[src/rtl/window_stage_reg.sv]
// Two-entry (main + skid) pipeline register for 3x3 window taps and output address.
// Optional output-transfer counter enabled by defining WINDOW_STAGE_XFER_CNT_EN.
module window_stage_reg #(
  parameter int PW        = 8,
  parameter int NTAP      = 9,
  parameter int AW        = 19,
  parameter int LAST_ADDR = 479999
) (
  input  logic               clk,
  input  logic               reset,
  input  logic               flush,
  input  logic               in_valid,
  output logic               in_ready,
  input  logic [NTAP*PW-1:0] in_taps,
  input  logic [AW-1:0]      in_addr,
  output logic               out_valid,
  input  logic               out_ready,
  output logic [NTAP*PW-1:0] out_taps,
  output logic [AW-1:0]      out_addr,
  output logic               out_last,
  output logic [31:0]        xfer_cnt
);

  logic               main_valid_reg;
  logic [NTAP*PW-1:0] main_taps_reg;
  logic [AW-1:0]      main_addr_reg;
  logic               skid_valid_reg;
  logic [NTAP*PW-1:0] skid_taps_reg;
  logic [AW-1:0]      skid_addr_reg;

  logic in_fire;
  logic out_fire;

  // in_ready comes straight from a register so out_ready never reaches upstream.
  assign in_ready  = ~skid_valid_reg;
  assign in_fire   = in_valid & in_ready;
  assign out_valid = main_valid_reg;
  assign out_fire  = main_valid_reg & out_ready;
  assign out_taps  = main_taps_reg;
  assign out_addr  = main_addr_reg;
  assign out_last  = main_valid_reg & (main_addr_reg == AW'(LAST_ADDR));

  always_ff @(negedge clk) begin
    if (reset) begin
      main_valid_reg <= 1'b0;
      main_taps_reg  <= '0;
      main_addr_reg  <= '0;
      skid_valid_reg <= 1'b0;
      skid_taps_reg  <= '0;
      skid_addr_reg  <= '0;
    end else if (flush) begin
      main_valid_reg <= 1'b0;
      skid_valid_reg <= 1'b0;
    end else if (out_fire) begin
      if (skid_valid_reg) begin
        main_taps_reg  <= skid_taps_reg;
        main_addr_reg  <= skid_addr_reg;
        skid_valid_reg <= 1'b0;
      end else if (in_fire) begin
        main_taps_reg  <= in_taps;
        main_addr_reg  <= in_addr;
      end else begin
        // Data is left in place; only the valid bit drops.
        main_valid_reg <= 1'b0;
      end
    end else if (in_fire) begin
      if (!main_valid_reg) begin
        main_valid_reg <= 1'b1;
        main_taps_reg  <= in_taps;
        main_addr_reg  <= in_addr;
      end else begin
        skid_valid_reg <= 1'b1;
        skid_taps_reg  <= in_taps;
        skid_addr_reg  <= in_addr;
      end
    end
  end

`ifdef WINDOW_STAGE_XFER_CNT_EN
  logic [31:0] xfer_cnt_reg;

  always_ff @(negedge clk) begin
    if (reset) begin
      xfer_cnt_reg <= '0;
    end else if (!flush && out_fire) begin
      xfer_cnt_reg <= xfer_cnt_reg + 32'd1;
    end
  end

  assign xfer_cnt = xfer_cnt_reg;
`else
  assign xfer_cnt = '0;
`endif

endmodule

[config.mk]
export PLATFORM = sky130hd
export DESIGN_NAME = window_stage_reg
export DESIGN_NICKNAME = d
export VERILOG_FILES = /design/src/rtl/window_stage_reg.sv
export SDC_FILE = /design/constraint.sdc
export NUM_CORES = 1
export LEC_CHECK = 0
export ABC_AREA = 1
export CAP_MARGIN = 20
export CORE_MARGIN = 8
export CORE_UTILIZATION = 41
export DETAILED_ROUTE_END_ITERATION = 8
export MAX_ROUTING_LAYER = met4
export PLACE_DENSITY = 0.69
export SKIP_CTS_REPAIR_TIMING = 1
export SYNTH_ARGS = -nofsm -noshare
export SYNTH_HDL_FRONTEND = slang
export SYNTH_SLANG_ARGS = --single-unit
export TNS_END_PERCENT = 30
[constraint.sdc]
create_clock -name clk -period 3.1 [get_ports clk]
set_input_delay 0.775 -clock clk [delete_from_list [all_inputs] [get_ports clk]]
set_output_delay 0.775 -clock clk [all_outputs]
set_load 0.1 [all_outputs]
==> results.json, run 1 <==
{
  "final_cell_mix": "nand2_1, nor2_1, inv_1, buf_12",
  "synth_cell_types": 22,
  "power.total_uw": 7230,
  "switchingPower_uw": 2680,
  "die_area_um2": 26500,
  "synth_warnings": 0,
  "avgSynthCellArea_um2": 6.64,
  "start_util_pct": 41.9,
  "firstDrtPassIters": 5,
  "ir_worst_vdd_uv": 349,
  "antenna_found_initial": 2,
  "hpwl_mm": 16.4,
  "drc": 0,
  "hold_ws_ps": 479,
  "critPathMaxFanout": 2,
  "synth_area_um2": 8830,
  "numClockSinks": 184,
  "viasPerCell": 4.47,
  "grt_pass1_vias": 8720,
  "fp.coreArea_um2": 21100,
  "rsz0062_at_grt": "true",
  "hold_violations": 0,
  "critPathKind": "reg2out",
  "die_w_um": 163,
  "first_iter_violations": 450,
  "htreeDepth": 4,
  "cts_tree": "done",
  "cts_root_buf": "clkbuf_16",
  "die_h_um": 163,
  "clkLatencyLatePin_ps": 470,
  "layout_commonest_cell": "nand2_1",
  "seqPwrFrac_pct": 35.4,
  "maxCapViolCount": 0,
  "place.gp.congestion": 0.766,
  "end_kind": "output pin",
  "arrival_ps": 3050,
  "clkPwrFrac_pct": 43.2,
  "cts_buffer_depth": 2,
  "drive_above_1_share_pct": 22.5,
  "io_buffers": 189,
  "violations": "negative setup slack",
  "cts_inserted_buffers": 17,
  "fin_nets": 1802,
  "status": "finished, violations left",
  "wl_per_cell_um": 13.0,
  "ys_ff_latch": 184,
  "synth-seq-area-share_pct": 41.7,
  "syn2layout_area_growth_pct": 55.5,
  "rows": 53,
  "combinationalPowerShare_pct": 21.3,
  "fillers": 1779,
  "grt_pass1_wl_mm": 40.0,
  "ant_nets": 0,
  "final.setup.worst_slack_ps": -726,
  "vias": 8930,
  "setup_viol": 94,
  "power.leakage_uw": 0.00711,
  "ios": 222,
  "pwr_density_cell_nw_per_um2": 526,
  "grt-ovfl-total": 0,
  "netlist_instances": 1329,
  "start_kind": "register",
  "grtUsageTotal_pct": 18.8,
  "grt_max_degree": 56,
  "hp-class": "reg2reg",
  "skew_ps": 21.1,
  "report.final.slew_viol_count": 0,
  "drt-total-wl_mm": 25.9,
  "clk_pin_slew_ps": 40,
  "sw_frac_of_total_pct": 37.1,
  "required_ps": 2320,
  "p_int_uw": 4550
}
-- cell families (layout without fill, tap and decap cells) --
group	after synthesis	count (layout)	share of synthesized area, %
flops	184	184	41.7
simple gates	842	842	38.4
other cells	1	34	0.0425
compound gates	94	94	5.33
buf+inv	208	567	14.5
-- cell type report --
| class | count | area [um2] | area share [%] |
|---|---|---|---|
| Multi-Input combinational cell | 968 | 4080 | 29.7 |
| Sequential cell | 184 | 3860 | 28.1 |
| Timing Repair Buffer | 254 | 3780 | 27.5 |
| Clock inverter | 199 | 856 | 6.23 |
| Clock buffer | 17 | 425 | 3.10 |
| Inverter | 97 | 383 | 2.79 |
| Tap cell | 275 | 344 | 2.51 |
| Antenna cell | 2 | 5.00 | 0.0364 |
-- through the flow --
| stage | instances | setup slack, ps | area, um2 | TNS (ps) | utilization [%] |
|---|---|---|---|---|---|
| 6_report | 1996 | -726 | 13700 | -21380 | 65.1 |
| 5_1_grt | 1996 | -817 | 13700 | -24900 | 65.1 |
| 4_1_cts | 1981 | -835 | 13300 | -69640 | 62.9 |
| 3_5_place_dp | 1766 | -839 | 12000 | -131740 | 56.8 |
| 3_3_place_gp | 1766 | -836 | 12000 | -129110 | 56.8 |
| 2_1_floorplan | 1360 | -627 | 9100 | -12250 | - |
-- layer usage --
| metal | global-route usage [%] | wire [um] | vias to the layer above |
|---|---|---|---|
| met5 | - | 0 | - |
| met4 | 7.01 | 172 | 0 |
| met3 | 7.94 | 1670 | 21 |
| met2 | 30.6 | 12900 | 228 |
| met1 | 20.2 | 11200 | 4028 |
| li1 | - | - | 4653 |
-- power by group through the flow --
stage          clock [uW]  sequential (uW)  combinational (uW)
5_1_grt              3520             2560                1620
4_1_cts              3230             2560                1510
3_3_place_gp          360             2590                1500
6_report             3130             2560                1540
2_1_floorplan         360             3060                 504
3_5_place_dp          360             2590                1500
-- worst paths after layout --
kind	startpoint	to	slack, ps	cells after the start
hold / removal	skid_addr_reg[2]	skid_addr_reg[2]	480	2
setup / recovery	out_addr[5]	out_last	-730	4
setup reg to reg	skid_valid_reg	out_taps[37]	1580	9
hold reg to reg	skid_addr_reg[2]	skid_addr_reg[2]	480	2
-- worst max-delay path, cell delays in order, from the launching register on --
cell,delay (ps)
dfxtp_4,350
nand4_1,100
or2_4,270
nor2_4,140
buf_12,180
-- Yosys cell counts (all sizes together) --
cell type / count / share of area [%]
nand2: 462 / 22
nor3: 3 / 0.17
nand4: 2 / 0.14
nor3b: 1 / 0.085
buf: 82 / 9.1
or2: 2 / 0.14
dfxtp: 184 / 42
inv: 98 / 4.2
conb: 1 / 0.042
nand3: 3 / 0.17
a21oi: 3 / 0.17
clkbuf: 28 / 1.2
o21ai: 91 / 5.2
nor2: 369 / 16
Power figures use the tool's default switching activity.
==> run 2, diff against run 1 <==
--- a/config.mk
+++ b/config.mk
@@ -10,8 +10,8 @@
 export CORE_MARGIN = 8
 export CORE_UTILIZATION = 41
 export DETAILED_ROUTE_END_ITERATION = 8
+export DONT_BUFFER_PORTS = 1
 export MAX_ROUTING_LAYER = met4
-export PLACE_DENSITY = 0.69
 export SKIP_CTS_REPAIR_TIMING = 1
 export SYNTH_ARGS = -nofsm -noshare
 export SYNTH_HDL_FRONTEND = slang
==> run 2 against run 1 <==
Effect of this change:
- the run still ends with negative setup slack left
- sequential power about the same
- non-clock buffer count down 124
- hold slack worse by 3.1 ps
- critical endpoint unchanged
- global-route usage down 0.62 points
- power down 0.99%
- clock power up 4%
- critical path type unchanged
- flip-flop and latch count unchanged
- clock-buffer cell count unchanged
- critical path depth unchanged
- combinational power down 12%
==> results.json, run 2 (synthesis results as in run 1) <==
{
  "cts_tree": "done",
  "die_w_um": 163,
  "ios": 222,
  "report.final.slew_viol_count": 0,
  "grt_max_degree": 78,
  "tns_ps": -18530,
  "htreeDepth": 4,
  "end_kind": "output pin",
  "arrival_ps": 3020,
  "status": "finished, violations left",
  "maxCapViolCount": 0,
  "io_buffers": 0,
  "required_ps": 2320,
  "die_area_um2": 26500,
  "rrSetupSlack_ps": 1400,
  "cts_buffer_depth": 2,
  "rsz0062_at_grt": "true",
  "cts_inserted_buffers": 17,
  "syn2layout_area_growth_pct": 39.2,
  "fin_cells": 1870,
  "hp-class": "reg2reg",
  "final_cell_mix": "nand2_1, nor2_1, inv_1, buf_12",
  "setup_viol": 94,
  "critical-path-slowest-cell": "dfxtp_4",
  "start_kind": "register",
  "vias": 8341,
  "viasPerCell": 4.46,
  "die_h_um": 163,
  "whs_path_depth": 2,
  "ir_worst_vdd_uv": 397,
  "firstDrtPassIters": 7,
  "antenna_cells": 0,
  "path_cells": "nand4_1, or2_4, nor2_4, buf_12",
  "first_iter_violations": 394,
  "hold_violations": 0,
  "grtUsageTotal_pct": 18.2,
  "rr_worst_depth": 10,
  "drive_above_1_share_pct": 22.1,
  "clk_pin_slew_ps": 40,
  "hpwl_mm": 15.9,
  "skew_ps": 27.5,
  "critPathMaxFanout": 2,
  "dp.cells": 1652,
  "pwr_density_cell_nw_per_um2": 582,
  "wl_per_cell_um": 12.8,
  "rows": 53,
  "cts_root_buf": "clkbuf_16",
  "numClockSinks": 184,
  "path_buf_inv": 1,
  "cp-endpoint": "out_last",
  "grt-ovfl-total": 0,
  "antenna_found_initial": 0,
  "grt_pass1_vias": 8179,
  "grt_pass1_wl_mm": 38.7,
  "cp.depth": 4,
  "critPathKind": "reg2out",
  "clkLatencyLatePin_ps": 470,
  "drt-total-wl_mm": 23.9,
  "max_stage_delay_ps": 350,
  "worst_path_dominant_cell_family": "simple AND/OR/NAND/NOR gates",
  "start_util_pct": 41.9,
  "drc": 0,
  "power.leakage_uw": 0.00645,
  "violations": "negative setup slack",
  "place.gp.congestion": 0.757,
  "fp.coreArea_um2": 21100,
  "ant_nets": 0,
  "timing.rr.end": "out_taps[15]",
  "layout_commonest_cell": "nand2_1",
  "fin_nets": 1678,
  "worstReg2RegStart": "out_valid",
  "startpoint": "out_addr[1]",
  "final.setup.worst_slack_ps": -699
}
-- run 2: changes by cell type in the layout (fill, tap and decap cells not counted), sizes merged --
cell,before,now
buf,153,130
clkbuf,24,17
clkdlybuf4s50,91,0
clkinv,3,7
clkinvlp,1,0
diode,2,0
dlymetal6s2s,3,0
inv,290,287
-- run 2: how the worst min path moves through the flow --
stage                     slack [ps]         startpoint           endpoint
after global routing             510  skid_taps_reg[48]  skid_taps_reg[48]
after detailed placement         470   skid_addr_reg[5]   skid_addr_reg[5]
final                            480   skid_addr_reg[5]   skid_addr_reg[5]
after floorplan                  450   skid_addr_reg[0]   skid_addr_reg[0]
after CTS                        480   skid_addr_reg[5]   skid_addr_reg[5]
after global placement           460   skid_addr_reg[8]   skid_addr_reg[8]
-- run 2: cell type report --
cell class,count,area [um2]
Clock inverter,199,905
Tap cell,275,344
Fill cell,1996,8790
Multi-Input combinational cell,968,4040
Sequential cell,184,3840
Clock buffer,17,425
Inverter,97,370
Timing Repair Buffer,130,2370
-- run 2: where the power goes --
group          internal (uW)  switching (uW)
combinational            394             955
clock                   1570            1690
sequential              2480            69.6
-- run 2: per-layer routing --
metal | vias up | wire (um) | GRT usage [%]
li1 | 4400 | - | -
met1 | 3698 | 9480 | 18.6
met2 | 216 | 11600 | 27.7
met3 | 27 | 2340 | 10.2
met4 | 0 | 420 | 9.22
met5 | - | 0 | -
-- run 2: stage by stage --
stage | hold slack (ps) | util (%) | instance area, um2 | setup WS, ps | total power (uW)
after floorplan | 454 | - | 9100 | -627 | 3930
after global placement | 462 | 50.7 | 10700 | -299 | 4240
after detailed placement | 473 | 50.7 | 10700 | -314 | 4250
after CTS | 480 | 57.0 | 12000 | -811 | 7270
after global routing | 508 | 58.3 | 12300 | -783 | 7660
final | 476 | 58.3 | 12300 | -699 | 7160
-- run 2: worst register-to-register path: cells and delay by family (launching register included) --
family	cells	cell delay (ps)
DFF	1	340
buffers and inverters	4	620
and+or+nand+nor	6	630
